$ cat src/rtl/game_flow_controller.sv
// ---------------------------------------------------------------------------
// game_flow_controller
//
// Top-level sequencer for the breakout game. Turns the per-frame video pulse
// into a fixed-length game-logic update window, tracks lives and level, and
// runs the attract / serve / play / lost / level-clear / game-over flow.
// Also issues the block-reload and ball-respawn commands.
//
// Parameters
//   STEPS_PER_FRAME    cycles in each game-logic update window
//   LIVES_INIT         lives loaded at new game (1..3)
//   LOST_DELAY_FRAMES  frames frozen after a lost ball (1..255)
//   LEVEL_DELAY_FRAMES frames frozen after a cleared level (1..255)
//   MAX_LEVEL          level saturation value (0..15)
//
// Ports
//   i_clk            system clock, rising edge
//   i_rst_n          synchronous active-low reset
//   i_frame_start    one-cycle pulse per video frame
//   i_btn_release    debounced release button (rising edge used)
//   i_btn_pause      debounced pause button (rising edge used)
//   i_ball_lost      one-cycle pulse when the ball passes the paddle
//   i_block_state    live block bitmap; all-zero means level cleared
//   o_start_update   one-cycle pulse starting a game-logic update
//   o_update_active  high for STEPS_PER_FRAME cycles after o_start_update
//   o_reload_blocks  one-cycle pulse restoring the block pattern
//   o_respawn_ball   one-cycle pulse placing the ball on the paddle
//   o_lives          remaining lives
//   o_level          current level, 0-based
//   o_game_state     0 ATTRACT, 1 SERVE, 2 PLAY, 3 LOST_WAIT,
//                    4 LEVEL_CLEAR, 5 GAME_OVER
//   o_paused         pause flag
//   o_frame_count    free-running frame counter (wraps)
// ---------------------------------------------------------------------------
module game_flow_controller #(
    parameter int unsigned STEPS_PER_FRAME    = 12,
    parameter int unsigned LIVES_INIT         = 3,
    parameter int unsigned LOST_DELAY_FRAMES  = 60,
    parameter int unsigned LEVEL_DELAY_FRAMES = 90,
    parameter int unsigned MAX_LEVEL          = 15
) (
    input  logic        i_clk,
    input  logic        i_rst_n,
    input  logic        i_frame_start,
    input  logic        i_btn_release,
    input  logic        i_btn_pause,
    input  logic        i_ball_lost,
    input  logic [71:0] i_block_state,
    output logic        o_start_update,
    output logic        o_update_active,
    output logic        o_reload_blocks,
    output logic        o_respawn_ball,
    output logic [1:0]  o_lives,
    output logic [3:0]  o_level,
    output logic [2:0]  o_game_state,
    output logic        o_paused,
    output logic [15:0] o_frame_count
);

    localparam int unsigned STEP_W =
        (STEPS_PER_FRAME > 1) ? $clog2(STEPS_PER_FRAME) : 1;

    typedef enum logic [2:0] {
        ST_ATTRACT     = 3'd0,
        ST_SERVE       = 3'd1,
        ST_PLAY        = 3'd2,
        ST_LOST_WAIT   = 3'd3,
        ST_LEVEL_CLEAR = 3'd4,
        ST_GAME_OVER   = 3'd5
    } state_t;

    state_t              r_state;
    logic                r_paused;
    logic [1:0]          r_lives;
    logic [3:0]          r_level;
    logic [15:0]         r_frame_count;
    logic [7:0]          r_delay;
    logic                r_reload_blocks;
    logic                r_respawn_ball;
    logic                r_rel_prev;
    logic                r_pause_prev;
    logic                r_start_update;
    logic                r_update_active;
    logic [STEP_W-1:0]   r_step;

    logic w_rel_edge;
    logic w_pause_edge;
    logic w_blocks_empty;
    logic w_in_game;
    logic w_last_step;
    logic w_window_open;
    logic w_accept_frame;

    assign w_rel_edge     = i_btn_release & ~r_rel_prev;
    assign w_pause_edge   = i_btn_pause & ~r_pause_prev;
    assign w_blocks_empty = (i_block_state == '0);
    assign w_in_game      = (r_state == ST_SERVE) || (r_state == ST_PLAY);
    assign w_last_step    = (r_step == STEP_W'(STEPS_PER_FRAME - 1));

    // The window counts as closed on its final active cycle, so a frame
    // sampled there starts a new update right after UPDATE_ACTIVE drops.
    assign w_window_open  = r_start_update | (r_update_active & ~w_last_step);
    assign w_accept_frame = i_frame_start & w_in_game & ~r_paused & ~w_window_open;

    // -----------------------------------------------------------------------
    // Button history (reset to 1 so a button held through reset is no edge)
    // -----------------------------------------------------------------------
    always_ff @(posedge i_clk) begin
        if (!i_rst_n) begin
            r_rel_prev   <= 1'b1;
            r_pause_prev <= 1'b1;
        end else begin
            r_rel_prev   <= i_btn_release;
            r_pause_prev <= i_btn_pause;
        end
    end

    // -----------------------------------------------------------------------
    // Update window scheduler; runs independently of the flow state so an
    // open window always completes.
    // -----------------------------------------------------------------------
    always_ff @(posedge i_clk) begin
        if (!i_rst_n) begin
            r_start_update  <= 1'b0;
            r_update_active <= 1'b0;
            r_step          <= '0;
        end else begin
            r_start_update <= w_accept_frame;
            if (r_start_update) begin
                r_update_active <= 1'b1;
                r_step          <= '0;
            end else if (r_update_active) begin
                if (w_last_step) begin
                    r_update_active <= 1'b0;
                end
                r_step <= r_step + STEP_W'(1);
            end
        end
    end

    // -----------------------------------------------------------------------
    // Game flow FSM with registered outputs
    // -----------------------------------------------------------------------
    always_ff @(posedge i_clk) begin
        if (!i_rst_n) begin
            r_state         <= ST_ATTRACT;
            r_paused        <= 1'b0;
            r_lives         <= 2'(LIVES_INIT);
            r_level         <= '0;
            r_frame_count   <= '0;
            r_delay         <= '0;
            r_reload_blocks <= 1'b0;
            r_respawn_ball  <= 1'b0;
        end else begin
            r_reload_blocks <= 1'b0;
            r_respawn_ball  <= 1'b0;

            if (i_frame_start) begin
                r_frame_count <= r_frame_count + 16'd1;
            end

            case (r_state)
                ST_ATTRACT: begin
                    if (w_rel_edge) begin
                        r_reload_blocks <= 1'b1;
                        r_respawn_ball  <= 1'b1;
                        r_lives         <= 2'(LIVES_INIT);
                        r_level         <= '0;
                        r_state         <= ST_SERVE;
                    end
                end

                ST_SERVE: begin
                    if (w_pause_edge) begin
                        r_paused <= ~r_paused;
                    end
                    if (w_rel_edge && !r_paused) begin
                        r_state <= ST_PLAY;
                    end
                end

                ST_PLAY: begin
                    // Empty board takes priority over a simultaneous lost ball.
                    if (w_blocks_empty) begin
                        r_delay  <= 8'(LEVEL_DELAY_FRAMES);
                        r_paused <= 1'b0;
                        r_state  <= ST_LEVEL_CLEAR;
                    end else if (i_ball_lost) begin
                        r_paused <= 1'b0;
                        if (r_lives <= 2'd1) begin
                            r_lives <= '0;
                            r_state <= ST_GAME_OVER;
                        end else begin
                            r_lives <= r_lives - 2'd1;
                            r_delay <= 8'(LOST_DELAY_FRAMES);
                            r_state <= ST_LOST_WAIT;
                        end
                    end else if (w_pause_edge) begin
                        r_paused <= ~r_paused;
                    end
                end

                ST_LOST_WAIT: begin
                    if (i_frame_start) begin
                        if (r_delay <= 8'd1) begin
                            r_delay        <= '0;
                            r_respawn_ball <= 1'b1;
                            r_state        <= ST_SERVE;
                        end else begin
                            r_delay <= r_delay - 8'd1;
                        end
                    end
                end

                ST_LEVEL_CLEAR: begin
                    if (i_frame_start) begin
                        if (r_delay <= 8'd1) begin
                            r_delay         <= '0;
                            r_reload_blocks <= 1'b1;
                            r_respawn_ball  <= 1'b1;
                            if (r_level >= 4'(MAX_LEVEL)) begin
                                r_level <= 4'(MAX_LEVEL);
                            end else begin
                                r_level <= r_level + 4'd1;
                            end
                            r_state <= ST_SERVE;
                        end else begin
                            r_delay <= r_delay - 8'd1;
                        end
                    end
                end

                ST_GAME_OVER: begin
                    if (w_rel_edge) begin
                        r_state <= ST_ATTRACT;
                    end
                end

                default: begin
                    r_paused <= 1'b0;
                    r_state  <= ST_ATTRACT;
                end
            endcase
        end
    end

    assign o_start_update  = r_start_update;
    assign o_update_active = r_update_active;
    assign o_reload_blocks = r_reload_blocks;
    assign o_respawn_ball  = r_respawn_ball;
    assign o_lives         = r_lives;
    assign o_level         = r_level;
    assign o_game_state    = r_state;
    assign o_paused        = r_paused;
    assign o_frame_count   = r_frame_count;

endmodule

$ cat config.mk
export PLATFORM = sky130hd
export DESIGN_NAME = game_flow_controller
export DESIGN_NICKNAME = d
export VERILOG_FILES = /design/src/rtl/game_flow_controller.sv
export SDC_FILE = /design/constraint.sdc
export NUM_CORES = 1
export LEC_CHECK = 0
export CAP_MARGIN = 30
export CORE_ASPECT_RATIO = 1.1
export CORE_MARGIN = 3
export CORE_UTILIZATION = 38
export DETAILED_ROUTE_END_ITERATION = 8
export DONT_BUFFER_PORTS = 1
export PLACE_DENSITY = 0.52
export SLEW_MARGIN = 20
export SYNTH_ARGS = -nofsm -noshare
export SYNTH_HDL_FRONTEND = slang
export SYNTH_SLANG_ARGS = --single-unit
$ cat constraint.sdc
create_clock -name i_clk -period 1.9 [get_ports i_clk]
set_input_delay 0.19 -clock i_clk [delete_from_list [all_inputs] [get_ports i_clk]]
set_output_delay 0.19 -clock i_clk [all_outputs]
set_load 0.03 [all_outputs]
==> results of run 1 <==
==> stage by stage <==
stage          cells  cell area, um2  utilization (%)  worst slack, ns
6_report         399            2870             48.9            0.171
5_1_grt          399            2870             48.9           0.0146
4_1_cts          399            2830             48.1           0.0635
3_5_place_dp     388            2670             45.5           0.0698
3_3_place_gp     388            2670             45.5            0.127
2_1_floorplan    283            2340                -           0.0373
==> cell type report <==
| type | instances | area, um2 | share of cell area, % |
|---|---|---|---|
| Multi-Input combinational cell | 223 | 1440 | 50.1 |
| Sequential cell | 44 | 882 | 30.7 |
| Timing Repair Buffer | 40 | 308 | 10.7 |
| Tap cell | 77 | 96.3 | 3.35 |
| Clock buffer | 6 | 82.6 | 2.87 |
| Clock inverter | 2 | 38.8 | 1.35 |
| Inverter | 7 | 26.3 | 0.915 |
==> synth_stat cells (all sizes together) (3+ instances only) <==
| library cell | number | area [um2] |
|---|---|---|
| nor2 | 33 | 124 |
| nor3b | 4 | 40.0 |
| nand3 | 8 | 40.0 |
| dfxtp | 44 | 881 |
| nor3 | 7 | 62.6 |
| nand3b | 4 | 30.0 |
| ha | 5 | 62.6 |
| clkbuf | 3 | 11.3 |
| and2 | 3 | 21.3 |
| mux2i | 3 | 30.0 |
| nor4 | 19 | 119 |
| and3 | 7 | 43.8 |
| a21oi | 15 | 75.1 |
| nand2 | 26 | 97.6 |
| nand4 | 11 | 68.8 |
| xor2 | 13 | 114 |
| a31oi | 3 | 18.8 |
| inv | 6 | 22.5 |
| xnor2 | 5 | 43.8 |
| buf | 6 | 33.8 |
| nand2b | 10 | 65.1 |
| a211oi | 3 | 22.5 |
| nor2b | 4 | 25.0 |
| o21ai | 14 | 70.1 |
==> layer usage <==
layer	vias up	GRT usage [%]	share of wire, %
met5	-	0	0
met2	28	28.4	49
li1	1116	-	-
met3	4	3.77	2.8
met1	1029	22.9	47
met4	0	3.69	0.67
==> registers in the layout, indices dropped and copies added (netlist names), 2 cells and up <==
signal / count
o_frame_count: 16
r_delay: 8
o_level: 4
r_step: 4
o_game_state: 3
o_lives: 2
==> worst max-delay path, stage by stage, from the launching register on <==
cell and delay, ns:
dfxtp_1 0.48, buf_4 0.19, nand3b_1 0.12, nand2b_2 0.20
a32oi_2 0.11, buf_4 0.20, a211o_1 0.25, a21oi_1 0.11
==> repair_timing <==
item	CTS	global route
gates resized for setup	0	11
endpoints found under the setup margin	0	11
buffers inserted	0	0
hold buffers	3	0
endpoints found under the hold margin	2	0
==> path summary, 6_finish.rpt <==
path         slack, ns         end
max               0.17  r_delay[0]
max reg2reg       0.17  r_delay[0]
min               0.03  r_delay[1]
min reg2reg       0.51  r_delay[4]
==> power by group through the flow <==
stage	Sequential (mW)	Clock, mW	Combinational [mW]
after floorplan	1.09	0	0.348
after global placement	1.07	0	0.550
after detailed placement	1.07	0	0.548
after CTS	1.05	0.792	0.558
after global routing	1.07	0.820	0.640
final	1.06	0.756	0.570
==> cell families after synthesis <==
group,after synthesis,share of synthesized area [%]
flops,44,37.6
buf+inv,16,3.04
mux,3,1.28
compound gates,55,15.3
xor+xnor,18,6.72
fa+ha+maj,5,2.67
simple gates,142,33.5
==> results.ini, run 1 <==
[run_status]
status=complete, no violations

[detailed_routing]
viasPerCell=5.46
num_vias=2177
drt-total-wl_um=5960
post_drt_wl_per_cell_um=14.9
detail_route.first_pass.iterations=4
ant_nets=0
drc=0
drt_iter0_drc=96

[synth]
netlist_instances=283
dominantRegCellSynth=dfxtp_1
post_synth_num_cell_types=57
synth_area_per_cell_um2=8.29
ys_ff_latch=44
synth.yosys.warnings=0
synth_edf_count=0
synthesis.nets=366
syn_area_mm2=0.00234
yosysSeqAreaShare_pct=37.6
synthArstFlopShare_pct=0

[floorplan]
die_x_um=80.9
die_h_um=88.4
rows=29
die_area_mm2=0.00715
pin_count=108
initial_utilization_pct=39.9
coreArea_mm2=0.00588

[timing]
setup_viol=0
slew_viol_final=0
grt_setup_unrepaired=false
fin_hold_ws_ns=0.0258
clock_skew_ns=0.00823
max_freq_ghz=0.578
fin_crit_ns=1.73
fin_tns_setup_ns=0
worst_pin_slew_ns=0.619
fin_crit_sh_pct=91.0
slew_headroom_pct=58.5
hold_viol=0

[setup_path]
rr_worst_depth=7
critPathCaptureType=flop
r2r-start=o_game_state[1]
worstSetupStartpointType=flop
critPathArrivalTime_ns=1.94
path_max_fanout=8
crit_type=flop to flop
crit_path_start=o_game_state[1]
cp_data_required_time_ns=2.11

[layout]
final_cell_mix=dfxtp_1, buf_4, nor2_1, nand2_1, nor4_1
nets=404
final_common_cell=dfxtp_1
n_fill_cell=581
area_growth_pct=22.5
drive_above_1_share_pct=18.6
antenna_cells=0

[power]
pwr-share-seq_pct=44.3
power_density_mw_per_mm2=829
power.share.switching_pct=30.3
internal_power_mw=1.66
p_clk_share_pct=31.8
p_leak_nw=1.09
p_comb_share_pct=23.9
p_total_mw=2.38
p_sw_mw=0.721
vdd_drop_max_uv=411

[placement]
place.gp.congestion=0.828
dp_hpwl_um=4660
io_buffers=0

[grt]
overflow=0
track_usage_pct=17.1
antenna_found_initial=0
grt_pass1_wl_um=9750
grt_start_max_net_pins=18
grt_pass1_vias=2037

[hold_path]
hp-class=primary input to flop
min-delay-start=i_rst_n
hold_depth=1

[cts]
clk_path_buf_depth=2
root_buffer=clkbuf_8
cts_tree=yes
numCtsBuffers=5
numClockSinks=44
clk_pin_slew_ns=0.08
clock_latency_ns=0.29
htree_num_levels=2

[run]
maxCapViolCount=0

(Power assumes the default switching activity.)
==> run 2, diff against run 1 <==
Settings changed: RECOVER_POWER from default to 25.
==> run 2 against run 1 <==
Against the previous run:
- final area shrank 1.2%
- sequential power is essentially flat
- non-clock buffer count did not move
- worst setup slack got worse by 0.00067 ns
- utilization down 0.57 points
- hold slack about the same
- clock skew is essentially flat
- flip-flop and latch count unchanged
- global-route usage stayed put
- combinational power decreased by 0.7%
- critical endpoint is now o_level[3]
==> results.ini, run 2 (synthesis gave the netlist of run 1 again) <==
[run]
maxCapViolCount=0  ; unchanged

[layout]
largest_reg_flops=16  ; unchanged
final_common_cell=dfxtp_1
instances_no_fill=399  ; unchanged
drive_above_1_share_pct=15.8  ; -2.8 points
nets=404  ; unchanged
antenna_cells=0  ; unchanged
final_cell_mix=dfxtp_1, nor2_1, buf_4, nand2_1, nor4_1
area_growth_pct=21.1

[setup_path]
critPathCaptureType=flop
critPathArrivalTime_ns=1.94  ; about the same
crit_type=flop to flop
path_max_fanout=8  ; unchanged
worstSetupStartpointType=flop
cp_data_required_time_ns=2.11  ; about the same

[placement]
dp_cells=388  ; unchanged
place.gp.congestion=0.828  ; unchanged
io_buffers=0  ; unchanged
dp_hpwl_um=4660  ; unchanged

[timing]
clock_skew_ns=0.00835  ; +0.000123 ns
fin_crit_sh_pct=91.0  ; about the same
slew_headroom_pct=58.9  ; +0.41 points
fin_tns_setup_ns=0  ; unchanged
slew_viol_final=0  ; unchanged
hold_viol=0  ; unchanged
fin_hold_ws_ns=0.0263  ; +0.000438 ns
max_freq_ghz=0.578  ; about the same
fin_crit_ns=1.73  ; +0.000672 ns
setup_viol=0  ; unchanged
grt_setup_unrepaired=false
worst_pin_slew_ns=0.612  ; -0.00611 ns

[power]
p_leak_nw=1.05  ; -3.3%
internal_power_mw=1.66  ; -0.12%
vdd_drop_max_uv=411  ; about the same
p_sw_mw=0.720  ; -0.10%
power.share.switching_pct=30.3  ; about the same
p_comb_share_pct=23.8  ; about the same
p_clk_share_pct=31.8  ; about the same
power_density_mw_per_mm2=838  ; +1.1%
pwr-share-seq_pct=44.4  ; about the same

[detailed_routing]
drt_iter0_drc=106  ; +10%
drc=0  ; unchanged
viasPerCell=5.47  ; +0.32%
detail_route.first_pass.iterations=4  ; unchanged
top_layer=met4
dr_wl_met2_um=2910  ; -0.51%
drt-total-wl_um=5950  ; about the same
post_drt_wl_per_cell_um=14.9  ; about the same
ant_nets=0  ; unchanged
num_vias=2184  ; +0.32%
dr_wl_met3_um=173  ; +3.6%
m1WireLength_um=2830  ; +0.21%

[cts]
clk_path_buf_depth=2  ; unchanged
htree_num_levels=2  ; unchanged
numClockSinks=44  ; unchanged
root_buffer=clkbuf_8
clock_latency_ns=0.29  ; about the same
numCtsBuffers=5  ; unchanged
cts_tree=yes
clk_pin_slew_ns=0.09  ; about the same

[grt]
antenna_found_initial=0  ; unchanged
track_usage_pct=17.1  ; unchanged
overflow=0  ; unchanged
grt_start_max_net_pins=18  ; unchanged
grt_pass1_vias=2037  ; unchanged
grt_pass1_wl_um=9750  ; unchanged

[run_status]
status=complete, no violations

[floorplan]
initial_utilization_pct=39.9  ; unchanged
die_x_um=80.9  ; unchanged
pin_count=108  ; unchanged
die_h_um=88.4  ; unchanged
coreArea_mm2=0.00588  ; unchanged
rows=29  ; unchanged
die_area_mm2=0.00715  ; unchanged

[hold_path]
hp-class=primary input to flop

## run 2: cell count changes in the layout (fill, tap and decap cells not counted)
| cell | before | now |
|---|---|---|
| buf_4 | 37 | 28 |
| clkbuf_1 | 0 | 9 |
## run 2: final timing paths
kind	start	to	slack [ns]	cells past startpoint
max	r_delay[0]	o_level[3]	0.17	7
min	i_rst_n	r_delay[1]	0.03	1
max reg2reg	r_delay[0]	o_level[3]	0.17	7
min reg2reg	r_delay[4]	r_delay[4]	0.51	2
## run 2: critical path: stages (launching register included)
cell and delay (ns):
dfxtp_1 0.36, inv_1 0.07, ha_1 0.21, o211a_1 0.27, a31oi_2 0.27, nor3_4 0.10, nor3b_2 0.16, a211oi_1 0.21
## run 2: power groups by stage
stage / logic [mW] / clock network [mW] / registers, mW
after floorplan: 0.348 / 0 / 1.09
after global placement: 0.550 / 0 / 1.07
after detailed placement: 0.548 / 0 / 1.07
after CTS: 0.558 / 0.792 / 1.05
after global routing: 0.638 / 0.820 / 1.07
final: 0.566 / 0.757 / 1.06
## run 2: layer usage
layer | vias up | GRT usage [%]
li1 | 1121 | -
met1 | 1027 | 22.9
met2 | 32 | 28.4
met3 | 4 | 3.77
met4 | 0 | 3.69
met5 | - | 0
## run 2: final cells by class
class	instances	area, um2
Clock buffer	6	82.6
Clock inverter	2	38.8
Fill cell	593	3040
Inverter	7	26.3
Multi-Input combinational cell	223	1440
Sequential cell	44	882
Tap cell	77	96.3
Timing Repair Buffer	40	274
## run 2: repair_timing
action                                  4_1_cts  5_1_grt
hold buffers                                  3        0
endpoints found under the setup margin        0       11
hold endpoints to repair                      2        0
gates resized for setup                       0       11
setup buffers                                 0        0
## run 2: stage by stage
| stage | util [%] | area (um2) | setup slack [ns] | power (mW) |
|---|---|---|---|---|
| after floorplan | - | 2340 | 0.0373 | 1.44 |
| after CTS | 48.1 | 2830 | 0.0635 | 2.40 |
| after global placement | 45.5 | 2670 | 0.127 | 1.62 |
| final | 48.3 | 2840 | 0.170 | 2.38 |
| after global routing | 48.3 | 2840 | 0.0148 | 2.52 |
| after detailed placement | 45.5 | 2670 | 0.0698 | 1.62 |
